**config.mk**
```make
export PLATFORM = sky130hd
export DESIGN_NAME = router_in_fifo_flat
export DESIGN_NICKNAME = d
export VERILOG_FILES = /design/src/rtl/router_pkg.sv /design/src/rtl/router_in_fifo_if.sv /design/src/rtl/router_fifo_ram.sv /design/src/rtl/router_in_fifo.sv /design/src/flat_wrapper.sv
export SDC_FILE = /design/constraint.sdc
export NUM_CORES = 1
export LEC_CHECK = 0
export BUFFER_PORTS_ARGS = -buffer_cell sky130_fd_sc_hd__buf_2
export CAP_MARGIN = 0
export CORE_MARGIN = 5
export CORE_UTILIZATION = 35
export CTS_BUF_LIST = sky130_fd_sc_hd__clkbuf_16
export DETAILED_ROUTE_END_ITERATION = 16
export GPL_TIMING_DRIVEN = 0
export MAX_ROUTING_LAYER = met4
export SYNTH_ARGS = -nofsm -noshare
export SYNTH_HDL_FRONTEND = slang
export SYNTH_SLANG_ARGS = --single-unit
```
**constraint.sdc**
```tcl
create_clock -name clk -period 4.2 [get_ports clk]
set_input_delay 0.63 -clock clk [delete_from_list [all_inputs] [get_ports clk]]
set_output_delay 0.63 -clock clk [all_outputs]
set_load 0.02 [all_outputs]
```
**src/rtl/router_pkg.sv**
```systemverilog
// Shared constants and helpers for the router input FIFO slice.
package router_pkg;

    localparam int DEF_WIDTH = 32;
    localparam int DEF_DEPTH = 16;

    function automatic int clog2(input int n);
        int r;
        r = 0;
        for (int i = 0; i < 31; i++) begin
            if ((1 << i) < n) r = i + 1;
        end
        return r;
    endfunction

    localparam int DEF_PTR_W = clog2(DEF_DEPTH);
    localparam int DEF_CNT_W = DEF_PTR_W + 1;

endpackage

```
**src/rtl/router_in_fifo_if.sv**
```systemverilog
// Push/pop bus between a traffic source / router controller (master) and the FIFO (slave).
interface router_in_fifo_if
    import router_pkg::*;
#(
    parameter int WIDTH = DEF_WIDTH,
    parameter int DEPTH = DEF_DEPTH
);
    localparam int CNT_W = clog2(DEPTH) + 1;

    logic             push;
    logic [WIDTH-1:0] data_in;
    logic             full;
    logic             almost_full;
    logic             pop;
    logic [WIDTH-1:0] data_out;
    logic             empty;
    logic [CNT_W-1:0] count;
    logic             overflow;
    logic             underflow;

    modport master (
        output push, data_in, pop,
        input  full, almost_full, data_out, empty, count, overflow, underflow
    );

    modport slave (
        input  push, data_in, pop,
        output full, almost_full, data_out, empty, count, overflow, underflow
    );

endinterface

```
**src/rtl/router_fifo_ram.sv**
```systemverilog
// DEPTH x WIDTH storage: one write port, one read port with a registered output.
module router_fifo_ram #(
    parameter int WIDTH = 32,
    parameter int DEPTH = 16,
    parameter int AW    = 4
) (
    input  logic             clk,
    input  logic             reset,
    input  logic             we,
    input  logic [AW-1:0]    waddr,
    input  logic [WIDTH-1:0] wdata,
    input  logic             re,
    input  logic [AW-1:0]    raddr,
    output logic [WIDTH-1:0] rdata
);

    logic [WIDTH-1:0] r_mem [DEPTH];

    // NOTE: the array is deliberately left out of reset so it maps onto plain RAM;
    // occupancy tracking guarantees no unwritten entry is ever read.
    always_ff @(posedge clk) begin
        if (we) r_mem[waddr] <= wdata;
    end

    // NOTE: non-blocking reads see the pre-edge contents, so a simultaneous
    // write to the same slot (full FIFO, push+pop) still returns the oldest word.
    always_ff @(posedge clk) begin
        if (reset)   rdata <= '0;
        else if (re) rdata <= r_mem[raddr];
    end

endmodule

```
**src/rtl/router_in_fifo.sv**
```systemverilog
// Single-clock input FIFO for one router client slot; data_out is valid one clock after pop.
module router_in_fifo
    import router_pkg::*;
#(
    parameter int WIDTH     = DEF_WIDTH,
    parameter int DEPTH     = DEF_DEPTH,
    parameter int AFULL_LVL = DEPTH - 2
) (
    input  logic            clk,
    input  logic            reset,
    router_in_fifo_if.slave bus
);

    localparam int PTR_W = clog2(DEPTH);
    localparam int CNT_W = PTR_W + 1;
    localparam logic [CNT_W-1:0] FULL_CNT  = CNT_W'(DEPTH);
    localparam logic [CNT_W-1:0] AFULL_CNT = CNT_W'(AFULL_LVL);

    logic [PTR_W-1:0] r_wp;
    logic [PTR_W-1:0] r_rp;
    logic [CNT_W-1:0] r_count;
    logic             r_overflow;
    logic             r_underflow;

    logic             w_full;
    logic             w_empty;
    logic             w_push_ok;
    logic             w_pop_ok;
    logic [WIDTH-1:0] w_rdata;

    // Flags come from the registered count only, never from push/pop.
    assign w_full    = (r_count == FULL_CNT);
    assign w_empty   = (r_count == '0);
    assign w_push_ok = bus.push && (!w_full || bus.pop);
    assign w_pop_ok  = bus.pop && !w_empty;

    always_ff @(posedge clk) begin
        if (reset) begin
            r_wp        <= '0;
            r_rp        <= '0;
            r_count     <= '0;
            r_overflow  <= 1'b0;
            r_underflow <= 1'b0;
        end else begin
            if (w_push_ok) r_wp <= r_wp + 1'b1;
            if (w_pop_ok)  r_rp <= r_rp + 1'b1;

            if (w_push_ok && !w_pop_ok)      r_count <= r_count + 1'b1;
            else if (!w_push_ok && w_pop_ok) r_count <= r_count - 1'b1;

            if (bus.push && w_full && !bus.pop) r_overflow  <= 1'b1;
            if (bus.pop && w_empty)             r_underflow <= 1'b1;
        end
    end

    router_fifo_ram #(
        .WIDTH (WIDTH),
        .DEPTH (DEPTH),
        .AW    (PTR_W)
    ) u_ram (
        .clk   (clk),
        .reset (reset),
        .we    (w_push_ok && !reset),
        .waddr (r_wp),
        .wdata (bus.data_in),
        .re    (w_pop_ok),
        .raddr (r_rp),
        .rdata (w_rdata)
    );

    assign bus.data_out    = w_rdata;
    assign bus.count       = r_count;
    assign bus.full        = w_full;
    assign bus.empty       = w_empty;
    assign bus.almost_full = (r_count >= AFULL_CNT);
    assign bus.overflow    = r_overflow;
    assign bus.underflow   = r_underflow;

endmodule

```
**src/flat_wrapper.sv**
```systemverilog
// flat-port wrapper written by rule: the top's interface ports become plain ports
module router_in_fifo_flat import router_pkg::*;
#(
    parameter int WIDTH     = DEF_WIDTH,
    parameter int DEPTH     = DEF_DEPTH,
    parameter int AFULL_LVL = DEPTH - 2
)
  (clk, reset, bus_push, bus_data_in, bus_pop, bus_full, bus_almost_full, bus_data_out, bus_empty, bus_count, bus_overflow, bus_underflow);
  router_in_fifo_if #(.WIDTH(WIDTH), .DEPTH(DEPTH)) bus_i ();
  input  logic clk;
  input  logic reset;
  input wire logic [$bits(bus_i.push)-1:0] bus_push;
  input wire logic [$bits(bus_i.data_in)-1:0] bus_data_in;
  input wire logic [$bits(bus_i.pop)-1:0] bus_pop;
  output wire logic [$bits(bus_i.full)-1:0] bus_full;
  output wire logic [$bits(bus_i.almost_full)-1:0] bus_almost_full;
  output wire logic [$bits(bus_i.data_out)-1:0] bus_data_out;
  output wire logic [$bits(bus_i.empty)-1:0] bus_empty;
  output wire logic [$bits(bus_i.count)-1:0] bus_count;
  output wire logic [$bits(bus_i.overflow)-1:0] bus_overflow;
  output wire logic [$bits(bus_i.underflow)-1:0] bus_underflow;
  assign bus_i.push = bus_push;
  assign bus_i.data_in = bus_data_in;
  assign bus_i.pop = bus_pop;
  assign bus_full = bus_i.full;
  assign bus_almost_full = bus_i.almost_full;
  assign bus_data_out = bus_i.data_out;
  assign bus_empty = bus_i.empty;
  assign bus_count = bus_i.count;
  assign bus_overflow = bus_i.overflow;
  assign bus_underflow = bus_i.underflow;
  router_in_fifo #(.WIDTH(WIDTH), .DEPTH(DEPTH), .AFULL_LVL(AFULL_LVL)) u_core (.clk(clk), .reset(reset), .bus(bus_i));
endmodule
```
==> summary.txt <==
Synthesis
  – Mean post-synth cell area: 22.0 sq um
  – Sequential share of the synthesized area: 76.8%
  – Synth top cells by count: edfxtp_1, mux4_2, nor2_1, dfxtp_1, mux2i_1
  – Synth area leaders: edfxtp_1, mux4_2, dfxtp_1
  – EDFF count, synth: 512
  – Seq cells post-synth: 559
  – Cell count after synthesis: roughly 970
  – Post-Syn Area: 0.0213 sq mm
  – Synth top area share: just over 70%
  – Synth unique cells: 34
  – Dominant cell by count in the synthesized netlist: edfxtp_1
  – Top cell type by total area after synthesis: edfxtp_1
  – Synth warn: 0
  – Syn nets: 1011
  – Synth Flop Type: edfxtp_1
  – Async S/R FF share, synth: 0%

Route
  – Drt drc: 0
  – Drt first pass iters: 5
  – Drt wl/cell: 23.7 um
  – Antenna Nets Post-Route: 0
  – Metal2 WL: 23200 um
  – DR vias: 9865
  – Vias per inst: 5.07
  – Final WL: 46100 um
  – Initial DRC Count: 735
  – Highest Signal Layer: met4
  – Met3 WL post-DR: 2360 um
  – M1 WL: 19600 um

Setup path
  – Critical Path Slowest Stage Cell: or4_1
  – CP max stage delay: 510 ps
  – Nature of the critical path startpoint: flip-flop
  – RR Endpoint: u_core.bus.count[4]$_SDFFE_PP0P_
  – Most frequent CP cell: ha_1
  – Critical path arrival: 3670 ps
  – Crit Path Max Fanout: 10
  – Reg-to-reg startpoint: u_core.bus.count[1]$_SDFFE_PP0P_
  – Crit end category: flip-flop
  – Crit path kind: reg -> reg
  – CP required: 4680 ps
  – Cells along the critical path: or4_1 > buf_4 > o21a_1 > clkbuf_1 > ha_1 > inv_1 > ha_1 > a21o_1 > a21oi_1 > mux2i_1 > mux2_2
  – Reg2reg setup slack: 1010 ps
  – Crit path launch: u_core.bus.count[1]$_SDFFE_PP0P_
  – Path depth of the worst reg2reg path: 11

Floorplanning
  – Row count: 90
  – I/O Pins: 78
  – Core area: between 0.06 and 0.07 sq mm
  – Initial Util: between 30% and 40%
  – Die area: around 0.066 sq mm
  – Die height: 256 um
  – Die width: 256 um

Placed design
  – Placed instance area: 0.0231 sq mm
  – Port Buffers: 77
  – GP Congestion: 0.723
  – Cells after DPL: 1840
  – HPWL Detailed: 29400 um

Final layout
  – Non-Filler Instances: slightly below 2000
  – Syn-to-layout area delta: 16.4%
  – Layout Nets: 1161
  – Share of cells above drive strength 1: 31.6%
  – Final std cell area, no fill: about 0.025 sq mm
  – Final core utilization: between 40% and 50%

Power and ir drop
  – Power density cells: around 560 mW/mm^2
  – Power, Total: 13.8 mW
  – Maximum vdd drop: between 200 and 300 uV
  – P_leak: between 7 and 8 nW

STA
  – Post-route clock period utilization: about 76%
  – RSZ-0062 raised after global routing: false
  – Final setup vio count: 0
  – Worst Skew: 16.4 ps
  – Slew Limit Fails: 0
  – Crit path time final: around 3200 ps
  – Worst-Margin Slew: 975 ps
  – Slew headroom: between 30% and 40%
  – Peak Freq: 314 MHz
  – Final hold violations: 0

Clock network
  – Clk_lat worst skew: around 590 ps
  – Post-CTS resize count: 0
  – Setup Fix Bufs, Post-CTS: 0
  – CTS Buffer Depth: 3
  – Root Buffer: clkbuf_16
  – Clk pin slew, worst setup/hold paths: 60 ps
  – CTS sink cnt: 559
  – Num CTS Buffers: 55
  – CTS tree: done
  – Htree depth: 2
  – Cts hold-fix bufs: 0

Global route
  – Largest net degree at the start of global routing: 23
  – Vias in the first global route: approximately 11000
  – Global-route wire length before repair: 69300 um
  – Initial antenna violation count: 1
  – Total congestion overflow: 0
  – Total GRT Usage: ~14%

Worst hold path
  – Hold WC Path Type: in -> reg
  – Hold wc startpoint: bus_push
  – Worst Hold End: u_core.bus.overflow$_SDFFE_PP0P_
  – Cells on Worst Hold Path: 3

Outcome
  – Outcome: finished clean

Run
  – Total of max-cap violations: 0
state kept, by name, indices dropped and copies added, names as in the netlist:
| name | cells |
|---|---|
| u_core.u_ram.rdata | 32 |
| u_core.r_wp | 4 |
| u_core.bus.overflow | 1 |
| u_core.r_rp | 4 |
| u_core.u_ram.r_mem | 512 |
| u_core.bus.count | 5 |
| u_core.bus.underflow | 1 |
worst max-delay path: cells and delay by family, from the launching register on:
kind                       cells  cell delay, ps
AOI/OAI and AO/OA              3             530
adders and majority gates      2             540
buffers and inverters          3             530
DFF                            1             370
muxes                          2             590
and+or+nand+nor                1             510
final cells by class:
class / count / area, sq um
buffer: 52 / 300
sequential: 559 / 16300
timing repair buffer: 93 / 736
clock inverter: 46 / 218
fill: 5203 / 35500
clock buffer: 57 / 1430
antenna: 1 / 2.50
inverter: 4 / 15.0
tap: 782 / 978
multi-input combinational: 350 / 4750
layout by cell type (no fill, tap or decap), types with 2 or more instances in the layout:
master / instances
a21oi_1: 5
inv_1: 26
mux2_2: 33
clkinv_1: 13
a21o_1: 2
buf_6: 11
clkinv_2: 8
xnor2_1: 2
and3_1: 2
clkbuf_16: 57
nand2_1: 5
buf_1: 10
nor2_4: 16
nor2_1: 55
clkbuf_1: 17
a221o_1: 32
buf_4: 2
mux4_2: 128
o211ai_1: 4
buf_2: 89
edfxtp_1: 512
nand3b_1: 2
xor2_1: 7
mux2i_1: 36
buf_12: 12
dfxtp_1: 47
ha_1: 9
buf_16: 4
where the power goes:
| part | internal, mW | switching [mW] |
|---|---|---|
| logic | 1.40 | 1.52 |
| registers | 6.27 | 0.125 |
| clock network | 2.49 | 1.98 |
| total | 10.2 | 3.62 |
kinds of logic after synthesis:
group | synth area share, %
XOR/XNOR | 0.371
AO/OA/AOI/OAI | 2.04
multiplexers | 17.0
AND/OR/NAND/NOR | 1.72
flip-flops | 76.8
adder cells (fa/ha/maj) | 0.624
buffers and inverters | 1.48
worst max-delay path by stage:
stage	cells past startpoint	slack [ps]	endpoint
after global routing	11	770	u_core.bus.count[4]$_SDFFE_PP0P_
after detailed placement	11	940	u_core.bus.count[4]$_SDFFE_PP0P_
final	11	1010	u_core.bus.count[4]$_SDFFE_PP0P_
after floorplan	6	1090	u_core.u_ram.r_mem[0][0]$_DFFE_PP_
after CTS	11	1010	u_core.bus.count[4]$_SDFFE_PP0P_
after global placement	6	-930	u_core.u_ram.r_mem[1][19]$_DFFE_PP_
per-stage QoR:
stage | hold slack (ps) | setup WS, ps | TNS (ps)
finish | 332 | 1010 | 0
global placement | 453 | -927 | -353140
CTS | 300 | 1010 | 0
floorplan | 506 | 1090 | 0
detailed placement | 465 | 944 | 0
global route | 335 | 771 | 0
layer usage:
| metal | vias up | track usage, % |
|---|---|---|
| met5 | - | - |
| met4 | 0 | 4.07 |
| met3 | 69 | 2.50 |
| met2 | 228 | 23.6 |
| met1 | 5249 | 18.6 |
| li1 | 4319 | - |
(Power assumes the default switching activity.)
